File: src/rtl/gf_mult_serial_pkg.sv
// Shared types, constants and helpers for the digit-serial GF(2^W) multiplier.
package gf_mult_pkg;
   typedef enum logic [1:0] {IDLE, BUSY, DONE} state_t;

   localparam logic [127:0] GCM_POLY = 128'h87;
   localparam int REV_MAX = 512;

   // Reverses the low w bits of x; bits at or above w come back as zero.
   function automatic logic [REV_MAX-1:0] bit_reverse(input logic [REV_MAX-1:0] x, input int w);
      logic [REV_MAX-1:0] r;
      logic [REV_MAX-1:0] xs;
      r  = '0;
      xs = x;
      for (int i = 0; i < REV_MAX; i++) begin
         if (i < w) begin
            r  = {r[REV_MAX-2:0], xs[0]};
            xs = xs >> 1;
         end
      end
      return r;
   endfunction
endpackage

File: src/rtl/gf_mult_serial_if.sv
// Operand/result handshake bundle for gf_mult_serial.
interface gf_mult_serial_if #(parameter int W = 128);
   logic         in_valid;
   logic         in_ready;
   logic [W-1:0] a;
   logic [W-1:0] b;
   logic         out_valid;
   logic         out_ready;
   logic [W-1:0] z;

   modport master (output in_valid, a, b, out_ready, input in_ready, out_valid, z);
   modport slave  (input in_valid, a, b, out_ready, output in_ready, out_valid, z);
endinterface

File: src/rtl/gf_mult_serial_digit_step.sv
// One clock of the MSB-first multiply: DIGIT unrolled shift-reduce-add steps.
module gf_digit_step
   import gf_mult_pkg::*;
#(
   parameter int           W     = 128,
   parameter int           DIGIT = 4,
   parameter logic [W-1:0] POLY  = W'(GCM_POLY)
) (
   input  logic [W-1:0]     acc,
   input  logic [W-1:0]     a,
   input  logic [DIGIT-1:0] b,
   output logic [W-1:0]     acc_next
);
   logic [W-1:0]     t;
   logic [DIGIT-1:0] bs;

   always_comb begin
      t  = acc;
      bs = b;
      for (int i = 0; i < DIGIT; i++) begin
         t = {t[W-2:0], 1'b0} ^ (t[W-1] ? POLY : '0);
         if (bs[DIGIT-1]) t = t ^ a;
         bs = bs << 1;
      end
      acc_next = t;
   end
endmodule

File: src/rtl/gf_mult_serial.sv
// Digit-serial GF(2^W) multiplier with in-loop reduction; optional GCM bit reflection.
module gf_mult_serial
   import gf_mult_pkg::*;
#(
   parameter int           W       = 128,
   parameter int           DIGIT   = 4,
   parameter logic [W-1:0] POLY    = W'(GCM_POLY),
   parameter int           REFLECT = 1
) (
   input  logic            clk,
   input  logic            rst_n,
   gf_mult_serial_if.slave bus
);
   localparam int NSTEP = W / DIGIT;
   localparam int CW    = (NSTEP > 1) ? $clog2(NSTEP) : 1;
   localparam logic [CW-1:0] LAST = CW'(NSTEP - 1);

   state_t             state, state_nxt;
   logic [W-1:0]       a_q, b_q, acc, acc_nxt, z_q, a_core, b_core;
   logic [CW-1:0]      cnt;
   logic [REV_MAX-1:0] a_ext, b_ext, z_ext;
   logic               accept;

   // The core works in plain polynomial order; reflection happens only at the edges.
   always_comb begin
      a_ext = '0;
      b_ext = '0;
      z_ext = '0;
      a_ext[W-1:0] = bus.a;
      b_ext[W-1:0] = bus.b;
      z_ext[W-1:0] = z_q;
      a_core = (REFLECT != 0) ? W'(bit_reverse(a_ext, W)) : bus.a;
      b_core = (REFLECT != 0) ? W'(bit_reverse(b_ext, W)) : bus.b;
      bus.z  = (REFLECT != 0) ? W'(bit_reverse(z_ext, W)) : z_q;
   end

   gf_digit_step #(.W(W), .DIGIT(DIGIT), .POLY(POLY)) u_step (
      .acc      (acc),
      .a        (a_q),
      .b        (b_q[W-1 -: DIGIT]),
      .acc_next (acc_nxt)
   );

   always_ff @(posedge clk or negedge rst_n) begin
      if (!rst_n) state <= IDLE;
      else        state <= state_nxt;
   end

   always_comb begin
      state_nxt = state;
      case (state)
         IDLE: if (bus.in_valid) state_nxt = BUSY;
         BUSY: if (cnt == LAST) state_nxt = DONE;
         DONE: if (bus.out_ready) state_nxt = bus.in_valid ? BUSY : IDLE;
         default: state_nxt = IDLE;
      endcase
   end

   always_comb begin
      bus.in_ready  = (state == IDLE) || ((state == DONE) && bus.out_ready);
      bus.out_valid = (state == DONE);
      accept        = bus.in_valid && bus.in_ready;
   end

   // B is shifted left each cycle so its top DIGIT bits are always the next digit.
   always_ff @(posedge clk or negedge rst_n) begin
      if (!rst_n) begin
         a_q <= '0;
         b_q <= '0;
         acc <= '0;
         cnt <= '0;
         z_q <= '0;
      end else if (accept) begin
         a_q <= a_core;
         b_q <= b_core;
         acc <= '0;
         cnt <= '0;
      end else if (state == BUSY) begin
         acc <= acc_nxt;
         b_q <= b_q << DIGIT;
         cnt <= cnt + 1'b1;
         if (cnt == LAST) z_q <= acc_nxt;
      end
   end
endmodule

File: src/flat_wrapper.sv
// flat-port wrapper written by rule: the top's interface ports become plain ports
module gf_mult_serial_flat import gf_mult_pkg::*;
#(
   parameter int           W       = 128,
   parameter int           DIGIT   = 4,
   parameter logic [W-1:0] POLY    = W'(GCM_POLY),
   parameter int           REFLECT = 1
)
  (clk, rst_n, bus_in_valid, bus_a, bus_b, bus_out_ready, bus_in_ready, bus_out_valid, bus_z);
  gf_mult_serial_if #(.W(W)) bus_i ();
  input  logic clk;
  input  logic rst_n;
  input wire logic [$bits(bus_i.in_valid)-1:0] bus_in_valid;
  input wire logic [$bits(bus_i.a)-1:0] bus_a;
  input wire logic [$bits(bus_i.b)-1:0] bus_b;
  input wire logic [$bits(bus_i.out_ready)-1:0] bus_out_ready;
  output wire logic [$bits(bus_i.in_ready)-1:0] bus_in_ready;
  output wire logic [$bits(bus_i.out_valid)-1:0] bus_out_valid;
  output wire logic [$bits(bus_i.z)-1:0] bus_z;
  assign bus_i.in_valid = bus_in_valid;
  assign bus_i.a = bus_a;
  assign bus_i.b = bus_b;
  assign bus_i.out_ready = bus_out_ready;
  assign bus_in_ready = bus_i.in_ready;
  assign bus_out_valid = bus_i.out_valid;
  assign bus_z = bus_i.z;
  gf_mult_serial #(.W(W), .DIGIT(DIGIT), .POLY(POLY), .REFLECT(REFLECT)) u_core (.clk(clk), .rst_n(rst_n), .bus(bus_i));
endmodule
File: config.mk
export PLATFORM = sky130hd
export DESIGN_NAME = gf_mult_serial_flat
export DESIGN_NICKNAME = d
export VERILOG_FILES = /design/src/rtl/gf_mult_serial_pkg.sv /design/src/rtl/gf_mult_serial_if.sv /design/src/rtl/gf_mult_serial_digit_step.sv /design/src/rtl/gf_mult_serial.sv /design/src/flat_wrapper.sv
export SDC_FILE = /design/constraint.sdc
export NUM_CORES = 1
export LEC_CHECK = 0
export BUFFER_PORTS_ARGS = -buffer_cell sky130_fd_sc_hd__buf_2
export CORE_AREA = 3 3 215 217
export DETAILED_ROUTE_END_ITERATION = 12
export DIE_AREA = 0 0 218 220
export PLACE_DENSITY = 0.9
export RECOVER_POWER = 50
export SYNTH_ARGS = -nofsm -noshare
export SYNTH_HDL_FRONTEND = slang
export SYNTH_SLANG_ARGS = --single-unit
File: constraint.sdc
create_clock -name clk -period 3.6 [get_ports clk]
set_clock_uncertainty 0.15 [all_clocks]
set_input_delay 0.54 -clock clk [delete_from_list [all_inputs] [get_ports clk]]
set_output_delay 0.54 -clock clk [all_outputs]
set_load 0.005 [all_outputs]
[Yosys cells after proc, flatten, opt, wreduce, memory -nomap -nowiden]
Index checks and enable logic that the tools add are counted.
Widths: inputs -> output; s select.
Cells by class
  shift-type cells: 0
  reductions and logical operators: 7
  bitwise operators: 9
  add/subtract/negate cells: 1
  multiplexer cells: 19
  $mul: 0
  divide/modulo/power cells: 0
  eq/ne operators: 6
  order comparisons: 0
Operators by type and width (number)
  $mux 128: 8
  $xor 128x128->128: 5
  $xor 128x8->128: 3
  $mux 8: 4
  $mux 5: 2
  $mux 2: 3
  $pmux 2 s3: 1
  $reduce_and 3->1: 2
  $add 5x1->5 const B: 1
  $eq 5x5->1 const B: 1
  $ne 2x2->1 const B: 2
  $eq 2x1->1 const B: 1
  $eq 2x2->1 const B: 1
  $logic_and 1x1->1: 2
  $logic_not 2->1: 1
  $ne 2x1->1 const B: 1
  $reduce_bool 2->1: 1
  $logic_or 1x1->1: 1
  $mux 1: 1
  $not 1->1: 1
Word-level totals
  bits in latches: 0
  word-level logic and storage cells: 48
  memories: 0
  bits in read-only memories: 0
  bits of input ports: 260
  RAM bits: 0
  output and inout port bits: 130
  flip-flop bits (word level): 519

[Depth between registers and ports, before layout]
Gate-level depths: netlist (run 1).
  word-level depth: 18
  depth in mapped cells: 9
  mapped depth without buffers: 6

[By module]
Synthesis (run 1) repeated with hierarchy kept, for this count alone.
Second synthesis, totals
  cells, all modules: 2924
  area, all modules: 27724.1 µm²
Modules (own cells, without submodules)
  gf_mult_serial: area an instance 20912.6 µm², cells each 1840, sequential area each 12987.5 µm², times used 1
  gf_digit_step: area an instance 6811.5 µm², cells each 1084, sequential area each 0.0 µm², times used 1

[Least setup slack after synthesis (run 1)]
No wires, ideal clock.
  kind: flip-flop to flip-flop
  start point: register u_core.cnt[0]
  end point: register u_core.z_q[100]
  data arrival time: 1726 ps
  data required time: 3373 ps
  path buffers: 2
  stages on the path, launching flop included: 9
  setup time: 77 ps
  period minus slack after synthesis: 1953 ps
  path slack: 1647 ps
  cell sequence: dfrtp_1 -> ha_1 -> and3_1 -> ha_1 -> nand2_1 -> clkbuf_1 -> clkbuf_1 -> nand2_1 -> o21ai_1
Between the ends
  longest elaborated chain between the ends: 2
RTL lines
  start: declaration: line gf_mult_serial.sv:20  | logic [CW-1:0] cnt;
  start signal: assignment: line gf_mult_serial.sv:81  | cnt <= cnt + 1'b1;
  $eq 5x5->1: line gf_mult_serial.sv:82  | if (cnt == LAST) z_q <= acc_nxt;
  $reduce_and 3->1 (no line)
  end signal: assignment: line gf_mult_serial.sv:82
  end: declaration: line gf_mult_serial.sv:19  | logic [W-1:0] a_q, b_q, acc, acc_nxt, z_q, a_core, b_core;
No other way between the ends.
A chain may end at the register's enable or synchronous reset.

[Worst setup path in the final report (run 1)]
  start point: register u_core.state[1]
  end point: register u_core.a_q[38]
Between the ends
  longest elaborated chain between the ends: 4
  elaborated cells between the ends (all ways): 5
  those cells by class: 1 x eq/ne; 4 x reduce/logical
RTL lines
  start: declaration: line gf_mult_serial.sv:18  | state_t state, state_nxt;
  start signal: assignment: line gf_mult_serial.sv:46  | else state <= state_nxt;
  $eq 2x2->1: line gf_mult_serial.sv:60  | bus.in_ready = (state == IDLE) || ((state == DONE) && bus.out_ready);
  $logic_and 1x1->1: line gf_mult_serial.sv:60
  $logic_or 1x1->1 (*): line gf_mult_serial.sv:60
  $logic_and 1x1->1 (*): line gf_mult_serial.sv:62  | accept = bus.in_valid && bus.in_ready;
  end signal: assignment: line gf_mult_serial.sv:74  | a_q <= a_core;
  end: declaration: line gf_mult_serial.sv:19
Every way passes the cells marked *; elsewhere a longest branch is shown, timed or not.

==> impl_metrics.json, run 1 <==
{
  "timing.final.crit_share_pct": 84.1,
  "h-tree-depth": 2,
  "synthFlopType": "dfrtp_1",
  "synth_simple_gate_area_share_pct": 17.5,
  "gr-total-overflow": 0,
  "synthDistinctLibCells": 31,
  "synth_warnings": 0,
  "setup_ws_ps": 572,
  "status": "finished, violations left",
  "wl_um": 78100,
  "start_util_pct": 59.8,
  "min_period_ps": 3030,
  "cp_max_fo": 49,
  "grt_max_degree": 124,
  "place_hpwl_um": 46200,
  "n_fill_cell": 2947,
  "tritoncts": "done",
  "rsz0062_at_grt": "false",
  "yosysMostFrequentCell": "nand2_1",
  "ys_async_sr_fraction_pct": 100,
  "ant_nets": 0,
  "viasPerCell": 5.87,
  "postSynthCellCount": 2931,
  "cts_buffers": 54,
  "synth-compound-area-share_pct": 12.5,
  "drc": 0,
  "post_cts_buffers": 0,
  "drv_cap": 1,
  "syn_nets": 3193,
  "globalplace.congestion": 0.862,
  "synth_area_sq_mm": 0.0265,
  "fin_area_sq_mm": 0.0318,
  "cts_resized": 0,
  "synth_top_family_by_area": "XOR/XNOR gates",
  "tns_ps": 0,
  "rows": 77,
  "ys_seq_area_share_pct": 49.0,
  "synth-edff-count": 0,
  "cellPowerDensity_mw_per_mm2": 1120,
  "core-area_sq_mm": 0.0443,
  "dieWidth_um": 218,
  "synthXorXnorAreaFrac_pct": 17.6,
  "grt_pass1_wl_um": 125000,
  "clock_path_buffers": 3,
  "place_ws_ps": 1170,
  "place_area_sq_mm": 0.0289,
  "root_buffer": "clkbuf_16",
  "synth_area_leaders": "dfrtp_1 (49%), nand2_1 (15%), xnor2_1 (13%)",
  "synth_top_area_share_pct": 49.0,
  "clock_sinks": 519,
  "startpoint_type": "flip-flop",
  "grt_usage_pct": 32.5,
  "worstSkewPairLatency_ps": 620,
  "multi_input_area_sq_mm": 0.0127,
  "synth_fa_ha_area_share_pct": 0.0945,
  "power_mw": 35.8,
  "yosys.area.top_type": "dfrtp_1",
  "dr.first_iter.drc_count": 2728,
  "antenna_found_initial": 14,
  "die_area_sq_mm": 0.0480,
  "max-vdd-ir-drop_mv": 0.679,
  "numPortBuffers": 389,
  "ios": 390,
  "ys_seq_elements": 519,
  "power_leakage_nw": 15.4,
  "finalSetupViolCount": 0,
  "max_freq_ghz": 0.330,
  "slew_headroom_pct": 0.158,
  "dr.pass1.iters": 7,
  "finalHoldViolations": 0,
  "clkTransAtPathRegs_ps": 60,
  "cp.arrival_ps": 3410,
  "critical_path_class": "flip-flop to flip-flop",
  "drive_above_1_share_pct": 14.4,
  "wire_per_inst_um": 19.6,
  "synthMuxAreaShare_pct": 0.0425,
  "vias": 23400,
  "seq_area_sq_mm": 0.0130,
  "ctsHoldBuffers": 117,
  "grt_pass1_vias": 23200,
  "syn_to_final_growth_pct": 20.3,
  "synth_common_cells": "nand2_1 (1,040), dfrtp_1 (519), xnor2_1 (382), o21ai_1 (252), nand3_1 (132)",
  "violations": "max-capacitance violations",
  "tightest_slew_ps": 1500,
  "cp_data_required_time_ps": 3980,
  "hold_class": "input pin to flip-flop",
  "synth_area_per_cell_sq_um": 9.03,
  "endpoint_kind": "flip-flop",
  "die_y_um": 220,
  "final_nets": 3593,
  "final_max_slew_viol_count": 0
}
routing by layer:
layer  share of wire (%)  wire length, um  track usage, %
met1                  37            28700            40.4
met2                  47            36800            51.9
met3                 9.7             7540            8.54
met4                 6.4             4970            18.5
met5               0.027               21               0
layout by cell type, fill, tap and decap left out, types with 2 or more instances in the layout:
cell              n
xor2_1          127
dlygate4sd3_1   117
buf_4            14
clkinv_8          2
nand3_1         132
bufinv_16         5
nand2_1        1038
clkbuf_16        55
o21ai_1         252
a21o_1          123
o21ai_0           7
diode_2          12
ha_1              2
clkinv_2          9
nor2_1            3
dfrtp_4           4
nand2_4           2
xnor2_1         382
clkbuf_8         14
buf_2           351
xor2_2            2
buf_12           16
a22o_1          124
clkbuf_1         54
dfrtp_1         515
xnor3_1           5
cell families after synthesis:
group	count (synthesis)
muxes	1
DFF	519
buffers and inverters	200
AOI/OAI and AO/OA	508
adders and majority gates	2
xor gates and xnor gates	518
and+or+nand+nor	1183
stage by stage:
stage          hold slack [ps]  cells  utilization, %
2_1_floorplan             94.4   2931               -
3_3_place_gp               309   3750            65.1
3_5_place_dp               316   3750            65.1
4_1_cts                 0.0812   3966            72.0
5_1_grt                   17.4   3977            71.8
6_report                  23.8   3978            71.9
sequential cells by signal, summed over array words and instances, names as in the netlist:
| register | count |
|---|---|
| u_core.b_q | 128 |
| u_core.a_q | 128 |
| u_core.cnt | 5 |
| u_core.state | 2 |
| u_core.z_q | 128 |
| u_core.acc | 128 |
critical path: stages (launching register included):
cell and delay [ps]:
dfrtp_1 450, a21oi_1 360, and2_0 940, buf_4 670, nand2_1 160, nand2_1 190
final cells by class:
cell class	count	area share, %
repair buffers	543	11.1
inverters	1	0.0118
diodes	12	0.0943
well taps	592	2.33
clock inverters	19	0.802
multi-input cells	2212	39.8
flip-flops and latches	519	40.8
clock buffers	80	5.06
where the power goes:
part	switching, mW	leakage, nW	internal (mW)	total (mW)
Sequential	2.97	6.49	8.88	11.9
Clock	2.41	0.922	3.46	5.87
Combinational	10.2	7.95	7.88	18.1
path summary, 6_finish.rpt:
kind                       cells after the start               to  slack [ps]       startpoint
max                                            5   u_core.a_q[38]         570  u_core.state[1]
min                                            3   u_core.a_q[40]          20        bus_a[87]
max reg2reg                                    5   u_core.a_q[38]         570  u_core.state[1]
min reg2reg                                    1  u_core.b_q[117]         330  u_core.b_q[117]
max in group asynchronous                      3  u_core.b_q[127]        1050            rst_n
min in group asynchronous                      2  u_core.b_q[104]         390            rst_n
Power figures use the tool's default switching activity.
==> run 2, diff against run 1 <==
--- a/config.mk
+++ b/config.mk
@@ -6,10 +6,10 @@
 export NUM_CORES = 1
 export LEC_CHECK = 0
 export BUFFER_PORTS_ARGS = -buffer_cell sky130_fd_sc_hd__buf_2
-export CORE_AREA = 3 3 215 217
+export CORE_AREA = 3 3 230 232
 export DETAILED_ROUTE_END_ITERATION = 12
-export DIE_AREA = 0 0 218 220
-export PLACE_DENSITY = 0.9
+export DIE_AREA = 0 0 233 235
+export PLACE_DENSITY = 0.84
 export RECOVER_POWER = 50
 export SYNTH_ARGS = -nofsm -noshare
 export SYNTH_HDL_FRONTEND = slang
==> constraint.sdc (replaced) <==
create_clock -name clk -period 2.6 [get_ports clk]
set_clock_uncertainty 0.15 [all_clocks]
set_input_delay 0.39 -clock clk [delete_from_list [all_inputs] [get_ports clk]]
set_output_delay 0.39 -clock clk [all_outputs]
set_load 0.005 [all_outputs]
==> run 2 against run 1 <==
Against the previous run: highest routed layer is now met4; largest power group unchanged; power increased by 40%; setup slack got worse by 210 ps; final area increased by 6.1%; critical path depth increased by 1; register-to-register slack got worse by 210 ps; non-clock buffer count increased by 165; the flow finishes with violations (max-capacitance violations, max-slew violations); clock power increased by 44%; wire length increased by 3.3%; die area increased by 14%; sequential share of layout area decreased by 2.3 points.
==> impl_metrics.json, run 2 (synthesized netlist as in run 1, its figures left out) <==
{
  "rr_startpoint": "u_core.b_q[127]",
  "hold_class": "input pin to flip-flop",
  "max-vdd-ir-drop_mv": 0.782,
  "fin_util_pct": 66.0,
  "n_fill_cell": 3692,
  "setup_ws_ps": 358,
  "antenna_found_initial": 5,
  "syn_to_final_growth_pct": 27.6,
  "grt_usage_pct": 29.3,
  "power_leakage_nw": 16.2,
  "tns_ps": 0,
  "cts_buffers": 57,
  "seq_area_sq_mm": 0.0130,
  "clock_sinks": 519,
  "dr.first_iter.drc_count": 2338,
  "final_max_slew_viol_count": 59,
  "startpoint_type": "flip-flop",
  "min_period_ps": 2240,
  "grt_pass1_wl_um": 129000,
  "timing.final.crit_share_pct": 86.2,
  "clock_path_buffers": 3,
  "place_hpwl_um": 48000,
  "rr_worst_depth": 6,
  "hold_start": "bus_in_valid",
  "finalHoldViolations": 0,
  "place_ws_ps": 404,
  "rsz0062_at_grt": "false",
  "worstSkewPairLatency_ps": 630,
  "core-area_sq_mm": 0.0512,
  "rrSetupSlack_ps": 360,
  "post_cts_buffers": 0,
  "final_cell_mix": "nand2_1 (1,038), dfrtp_1 (515), xnor2_1 (382)",
  "max_freq_ghz": 0.446,
  "h-tree-depth": 2,
  "wl_um": 80700,
  "critical_path_class": "flip-flop to flip-flop",
  "die_y_um": 235,
  "final_common_cell": "nand2_1",
  "dr.pass1.iters": 7,
  "gr-total-overflow": 0,
  "grt_max_degree": 124,
  "die_area_sq_mm": 0.0548,
  "hold_end": "u_core.a_q[91]",
  "numPortBuffers": 389,
  "tightest_slew_ps": 1880,
  "globalplace.congestion": 0.824,
  "status": "finished, violations left",
  "cts_resized": 0,
  "multi_input_area_sq_mm": 0.0127,
  "wire_per_inst_um": 19.1,
  "finalSetupViolCount": 0,
  "tritoncts": "done",
  "ios": 390,
  "ctsHoldBuffers": 258,
  "cellPowerDensity_mw_per_mm2": 1490,
  "violations": "max-capacitance violations, max-slew violations",
  "clkTransAtPathRegs_ps": 60,
  "slew_headroom_pct": -25.5,
  "grt_pass1_vias": 24200,
  "viasPerCell": 5.59,
  "fin_area_sq_mm": 0.0338,
  "cp_data_required_time_ps": 2930,
  "final_nets": 3761,
  "place_area_sq_mm": 0.0293,
  "root_buffer": "clkbuf_16",
  "start_util_pct": 51.7,
  "ant_nets": 0,
  "cp_max_fo": 34,
  "hold_depth": 4,
  "endpoint_kind": "flip-flop",
  "dieWidth_um": 233,
  "drc": 0,
  "drive_above_1_share_pct": 15.0,
  "rows": 83,
  "drv_cap": 1,
  "cp.arrival_ps": 2580,
  "power_mw": 50.3,
  "vias": 23700,
  "worstReg2RegEnd": "u_core.z_q[95]"
}
[run 2: worst max path at each step]
stage | startpoint | to | slack [ps]
after floorplan | u_core.cnt[0] | u_core.z_q[100] | 650
after global placement | u_core.b_q[127] | u_core.z_q[95] | 470
after detailed placement | bus_out_ready | u_core.b_q[121] | 400
after CTS | u_core.b_q[127] | u_core.z_q[95] | 390
after global routing | rst_n | u_core.acc[8] | 150
final | u_core.b_q[127] | u_core.z_q[95] | 360
[run 2: area by class of cell]
type	instances	share of cell area, %
Antenna cell	6	0.0444
Clock buffer	82	4.92
Clock inverter	24	0.870
Inverter	1	0.0111
Multi-Input combinational cell	2212	37.5
Sequential cell	519	38.5
Tap cell	680	2.52
Timing Repair Buffer	708	15.7
[run 2: power breakdown]
group	total, mW	switching, mW	internal [mW]
Sequential	16.1	3.80	12.3
Combinational	25.7	14.3	11.4
Clock	8.44	3.49	4.95
Total	50.3	21.6	28.7
[run 2: critical path, stage by stage (launching register included)]
cell	delay (ps)
dfrtp_4	590
buf_4	410
nand2_1	110
xnor2_1	210
xnor2_1	100
xnor2_1	380
o21ai_1	140
[run 2: routing by layer]
layer	share of wire [%]	GRT usage, %
met5	0	0
met4	6.2	17.4
met3	6.8	5.03
met2	48	48.4
met1	39	35.8
[run 2: metrics by stage]
stage | instances | hold slack, ps
4_1_cts | 4226 | 216
3_3_place_gp | 3862 | 286
2_1_floorplan | 2931 | -55.6
5_1_grt | 4231 | 251
3_5_place_dp | 3862 | 279
6_report | 4232 | 248
